### src/rtl/stopwatch_bcd.sv
// Centisecond BCD stopwatch (SS.hh) advanced by rising edges of the 100 Hz tick level.
// Latency: digits, running and rollover update one clock after the sampling edge.
// Backpressure: none; every tick edge seen while running is counted.
module stopwatch_bcd #(
    parameter int TENS_LIMIT = 5
) (
    input  logic       clock,
    input  logic       reset,
    input  logic       tick_In,
    input  logic       start_Stop,
    input  logic       clear,
    output logic [3:0] hundredths_Ones,
    output logic [3:0] hundredths_Tens,
    output logic [3:0] seconds_Ones,
    output logic [3:0] seconds_Tens,
    output logic       running,
    output logic       rollover
);

    typedef enum logic [1:0] {
        CLEARED = 2'd0,
        RUNNING = 2'd1,
        STOPPED = 2'd2
    } state_t;

    state_t state;
    logic   tick_prev;
    logic   tick_edge;
    logic   carry0, carry1, carry2, carry3, carry4;

    assign tick_edge = tick_In & ~tick_prev;

    // clear discards a coincident tick; the pre-update state decides whether it counts
    assign carry0 = tick_edge & (state == RUNNING) & ~clear;
    assign carry1 = carry0 & (hundredths_Ones == 4'd9);
    assign carry2 = carry1 & (hundredths_Tens == 4'd9);
    assign carry3 = carry2 & (seconds_Ones == 4'd9);
    assign carry4 = carry3 & (seconds_Tens == 4'(TENS_LIMIT));

    always_ff @(posedge clock) begin
        if (reset) begin
            state           <= CLEARED;
            running         <= 1'b0;
            rollover        <= 1'b0;
            tick_prev       <= 1'b0;
            hundredths_Ones <= 4'd0;
            hundredths_Tens <= 4'd0;
            seconds_Ones    <= 4'd0;
            seconds_Tens    <= 4'd0;
        end else begin
            tick_prev <= tick_In;
            rollover  <= carry4;

            if (clear) begin
                state   <= CLEARED;
                running <= 1'b0;
            end else if (start_Stop) begin
                if (state == RUNNING) begin
                    state   <= STOPPED;
                    running <= 1'b0;
                end else begin
                    state   <= RUNNING;
                    running <= 1'b1;
                end
            end

            if (clear) begin
                hundredths_Ones <= 4'd0;
                hundredths_Tens <= 4'd0;
                seconds_Ones    <= 4'd0;
                seconds_Tens    <= 4'd0;
            end else begin
                if (carry0) hundredths_Ones <= carry1 ? 4'd0 : hundredths_Ones + 4'd1;
                if (carry1) hundredths_Tens <= carry2 ? 4'd0 : hundredths_Tens + 4'd1;
                if (carry2) seconds_Ones    <= carry3 ? 4'd0 : seconds_Ones + 4'd1;
                if (carry3) seconds_Tens    <= carry4 ? 4'd0 : seconds_Tens + 4'd1;
            end
        end
    end

endmodule

### config.mk
export PLATFORM = sky130hd
export DESIGN_NAME = stopwatch_bcd
export DESIGN_NICKNAME = d
export VERILOG_FILES = /design/src/rtl/stopwatch_bcd.sv
export SDC_FILE = /design/constraint.sdc
export NUM_CORES = 1
export LEC_CHECK = 0
export ABC_AREA = 1
export CORE_UTILIZATION = 44
export CTS_CLUSTER_DIAMETER = 100
export DETAILED_ROUTE_END_ITERATION = 16
export MAX_ROUTING_LAYER = met4
export PLACE_DENSITY = 0.75
export SYNTH_ARGS = -nofsm -noshare
export SYNTH_HDL_FRONTEND = slang
export SYNTH_SLANG_ARGS = --single-unit
### constraint.sdc
create_clock -name clock -period 1.2 [get_ports clock]
set_input_delay 0.12 -clock clock [delete_from_list [all_inputs] [get_ports clock]]
set_output_delay 0.12 -clock clock [all_outputs]
set_load 0.02 [all_outputs]
After elaboration in Yosys (flattened, before gate mapping)
Cells that the tools add are included.
Operators by class
  $add $sub $neg: 4
  equality and inequality tests: 5
  mux-type cells: 6
  bitwise logic cells: 9
  reductions and logical operators: 1
Operator list (number)
  4-bit by 1-bit adder with 4-bit output, second input constant: 4
  4-bit two-way mux: 4
  4-bit == test, second input constant: 3
  1-bit AND: 7
  4-bit by 3-bit == test with 1-bit output, second input constant: 1
  2-bit by 1-bit == test with 1-bit output, second input constant: 1
  2-bit two-way mux: 1
  1-bit NOT: 2
  2-bit OR reduction: 1
  1-bit two-way mux: 1
Storage, ports and cells
  flip-flop bits (word level): 21
  input bits: 5
  output and inout port bits: 18
  word-level logic and storage cells: 33

Depth between registers and ports, before layout
  depth in word-level cells: 9
  mapped depth: 9
  mapped depth without buffers: 9

Worst setup path after synthesis
No wires, ideal clock.
  path kind: register to register
  start: reg hundredths_Ones[0]
  end: reg seconds_Tens[1]
  setup time: 113 ps
  arrival: 1388 ps
  required time: 1087 ps
  setup slack: -302 ps
  stages on the path, launching flop included: 9
  cells stage by stage: dfxtp_1 > ha_1 > nand3_1 > inv_1 > nand3_4 > nor2_4 > nand2_2 > nand2_2 > nor2_1
Between the ends
  longest elaborated chain between the ends: 6
RTL lines
  start, declared: line 12  | output logic [3:0] hundredths_Ones,
  start signal, assigned: line 73  | if (carry0) hundredths_Ones <= carry1 ? 4'd0 : hundredths_Ones + 4'd1;
  4-bit == test *: line 35  | assign carry1 = carry0 & (hundredths_Ones == 4'd9);
  1-bit AND *: line 35
  1-bit AND *: line 36  | assign carry2 = carry1 & (hundredths_Tens == 4'd9);
  1-bit AND *: line 37  | assign carry3 = carry2 & (seconds_Ones == 4'd9);
  1-bit AND: line 38  | assign carry4 = carry3 & (seconds_Tens == 4'(TENS_LIMIT));
  4-bit two-way mux: line 76  | if (carry3) seconds_Tens <= carry4 ? 4'd0 : seconds_Tens + 4'd1;
  end signal, assigned: line 76
  end, declared: line 15  | output logic [3:0] seconds_Tens,
Every way passes the cells marked *; elsewhere a longest branch is shown, timed or not.
A chain may end at the register's enable or synchronous reset.

Final worst setup path
  start: reg hundredths_Tens[1]
  end: reg seconds_Tens[1]
Between the ends
  longest elaborated chain between the ends: 5
RTL lines
  start, declared: line 13  | output logic [3:0] hundredths_Tens,
  start signal, assigned: line 74  | if (carry1) hundredths_Tens <= carry2 ? 4'd0 : hundredths_Tens + 4'd1;
  4-bit == test *: line 36
  1-bit AND *: line 36
  1-bit AND *: line 37
  1-bit AND: line 38
  4-bit two-way mux: line 76
Marks and branches as above.

==> results by group <==
Synth
  • Largest family of logic cells by synthesized area: simple AND/OR/NAND/NOR gates
  • Cell taking the most area after synthesis: dfxtp_1
  • Synth warn: 0
  • Flops & latches, synth: 20
  • Mux contribution to synthesized area: 0%
  • Complex-gate fraction of the synthesized area: approximately 6.3%
  • Commonest cells in the netlist: nand2_1, nor2_1, inv_1
  • Top-area cell type share of the netlist area: between 30% and 40%
  • Top-count cell post-synth: nand2_1
  • Count of flip-flops with a built-in enable after synthesis: 0
  • Area contributors post-synth: dfxtp_1, ha_1, nand2_1
  • Sequential area share after synthesis: between 30% and 40%
  • Async SR Flop Fraction: 0%
  • Synthesized area per cell: just under 8 um2
  • Post-Syn Nets: about 150
  • Post-Synth Simple-Gate Area: between 30 and 40%
  • Synth Instances: 138
  • Synth Area in XOR/XNOR: 2.46%
  • Post-synthesis adder-cell area fraction: a little under a tenth
  • Synth cell types: 23
  • Cell Area, Synth: between 1000 and 1500 um2
  • Post-synth top flop: dfxtp_1

STA
  • Setup TNS: -0.881 ns
  • Slew HR: between 70% and 80%
  • Fmax: around 770 MHz
  • Final critical-path share of the clock period: 108%
  • Final Hold Violating Endpoints: 0
  • Final worst slack: -0.100 ns
  • # setup viols final: 16
  • Setup Skew: roughly 0.0046 ns
  • Fin. max-slew vios: 0
  • Fin crit period: ~1.3 ns
  • Actual slew at the worst max-slew pin: 0.347 ns
  • RSZ-0062 raised after global routing: true

Run status
  • Failing checks: setup timing
  • Outcome: finished, violations left

Worst setup path
  • Cell Chain, Critical Path: inv_2 -> ha_4 -> inv_4 -> nor2_8 -> nand3_4 -> nor2_4 -> buf_4 -> o21ai_1 -> nor2_1
  • Critical Path RT: 1.45 ns
  • CP Buf/Inv Count: 3
  • Critical Path Max Stage Delay: 0.36 ns
  • Critical Path Slowest Stage Cell: dfxtp_4
  • CP Max Fanout: 6
  • Critical Path Start Type: register
  • CP top delay family: simple AND/OR/NAND/NOR gates
  • Critical path class: reg -> reg
  • CP endpoint kind: register
  • WP data arrival: around 1.6 ns

Clocking
  • Hold-fix buffers, CTS: 0
  • CTS tree: done
  • Root buf cell: clkbuf_4
  • # H-tree levels: 1
  • Worst-path clk slew: approximately 0.11 ns
  • CTS Buf Count: 3
  • Clock Path Buffers: 2
  • Worst-Skew Late Latency: around 0.30 ns
  • CTS Sinks: 20

Die
  • Initial core utilization: roughly 47%
  • Die width: a little over 50 um
  • Die height: about 51 um
  • Num rows: 17
  • Core Area: 2250 um2
  • DIE AREA: between 2000 and 3000 um2
  • Top Ports: 23

Global route
  • Largest net degree at the start of global routing: 12
  • Antenna violations before repair: 0
  • First-pass GRT wire length: 5010 um
  • Vias in the first global route: 1167
  • Grt total ovfl: 0
  • GR Util All Layers: approximately a quarter

Cells and area
  • Syn-to-layout area delta: 63.7%
  • Nets@finish: 209
  • Finished Layout Cells: about 220
  • Share of cells above drive strength 1: between 40 and 50%
  • Ant. Diodes: 0
  • Final core occ: around 78%
  • Fill cells: 163

Route
  • Drt pass-1 iters: 5
  • Iteration-0 DRC Markers: 34
  • Drt total wl: slightly above 3000 um
  • Routed len/inst: about 14 um
  • Total number of vias: between 1000 and 1500
  • Vias per Instance: ~5.2
  • DRC violations left: 0
  • Antenna-violating nets left: 0

Placed design
  • Placer Congestion: slightly above 0.8
  • I/O Buffers: 22
  • Post-DP HPWL: 1860 um
  • Placed cell count: 210

Job
  • Number of max-cap violations: 0

Power
  • Pwr dens: 663 nW/um2
  • Worst ir drop on vdd: 0.748 mV
  • Leakage power: between 0.7 and 0.8 nW
  • Total power: around 0.0012 W

Worst hold path
  • Type of the tightest min-delay check: in -> reg
routing by layer:
layer	vias up	global-route usage, %	part of all wire (%)
met3	18	3.27	5.3
met5	-	-	0
met4	0	9.01	3.7
met1	532	28.9	37
met2	48	46.7	54
li1	561	-	-
path summary, 6_finish.rpt:
kind | slack (ns) | depth (start not counted) | end | startpoint
hold reg to reg | 0.57 | 2 | hundredths_Ones[1] | hundredths_Ones[0]
setup reg to reg | -0.10 | 9 | seconds_Tens[1] | hundredths_Tens[1]
setup / recovery | -0.10 | 9 | seconds_Tens[1] | hundredths_Tens[1]
hold / removal | 0.44 | 3 | state[0] | start_Stop
power by group:
group	switching, W	internal, W
clock network	0.000208	0.000185
logic	0.0000549	0.0000482
registers	0.00000491	0.000658
kinds of logic (layout without fill, tap and decap cells):
family                     Yosys count  in the layout
adders and majority gates            8              8
and+or+nand+nor                     74             75
DFF                                 20             20
AOI/OAI and AO/OA                   11             11
xor gates and xnor gates             3              3
buffers and inverters               22             78
worst register-to-register path: cells and delay by family (launching register included):
family          cells  cell delay, ns
flops               1            0.36
simple gates        4            0.46
fa+ha+maj           1            0.13
compound gates      1            0.05
buf+inv             3            0.25
placed cells by master (no fill, tap or decap), types with 4 or more instances in the layout:
| cell type | instances |
|---|---|
| nand4_1 | 4 |
| nand3_1 | 6 |
| nor2_1 | 18 |
| nor2_4 | 5 |
| nand2_4 | 6 |
| buf_4 | 25 |
| nand2_1 | 19 |
| inv_1 | 14 |
| dfxtp_4 | 5 |
| clkbuf_2 | 4 |
| dlygate4sd2_1 | 8 |
| nand2_2 | 4 |
| inv_2 | 5 |
| dfxtp_1 | 10 |
| dfxtp_2 | 5 |
| clkdlybuf4s50_1 | 4 |
| ha_1 | 6 |
| buf_6 | 5 |
sequential cells by signal (all words and copies together), names as in the netlist:
signal           cells
rollover             1
state                2
hundredths_Tens      4
seconds_Tens         4
hundredths_Ones      4
seconds_Ones         4
tick_prev            1
area by class of cell:
type | instances | area [um2] | area share [%]
clock buffers | 4 | 36.3 | 2.07
inverters | 22 | 90.1 | 5.15
multi-input cells | 97 | 737 | 42.1
flip-flops and latches | 20 | 425 | 24.3
well taps | 28 | 35.0 | 2.00
repair buffers | 52 | 425 | 24.3
repair_timing:
action,4_1_cts,5_1_grt
cloned,1,0
buffers inserted,8,0
gates resized for setup,57,22
pin swaps,19,5
setup endpoints to repair,34,27
through the flow:
stage	area [um2]	setup WS (ns)	hold WS, ns
after floorplan	1130	-0.0864	0.191
after CTS	1740	-0.0930	0.430
after global placement	1550	-0.365	0.514
after detailed placement	1550	-0.393	0.541
final	1750	-0.100	0.443
after global routing	1750	-0.209	0.449
No activity file was read; power rests on OpenSTA's default activity.
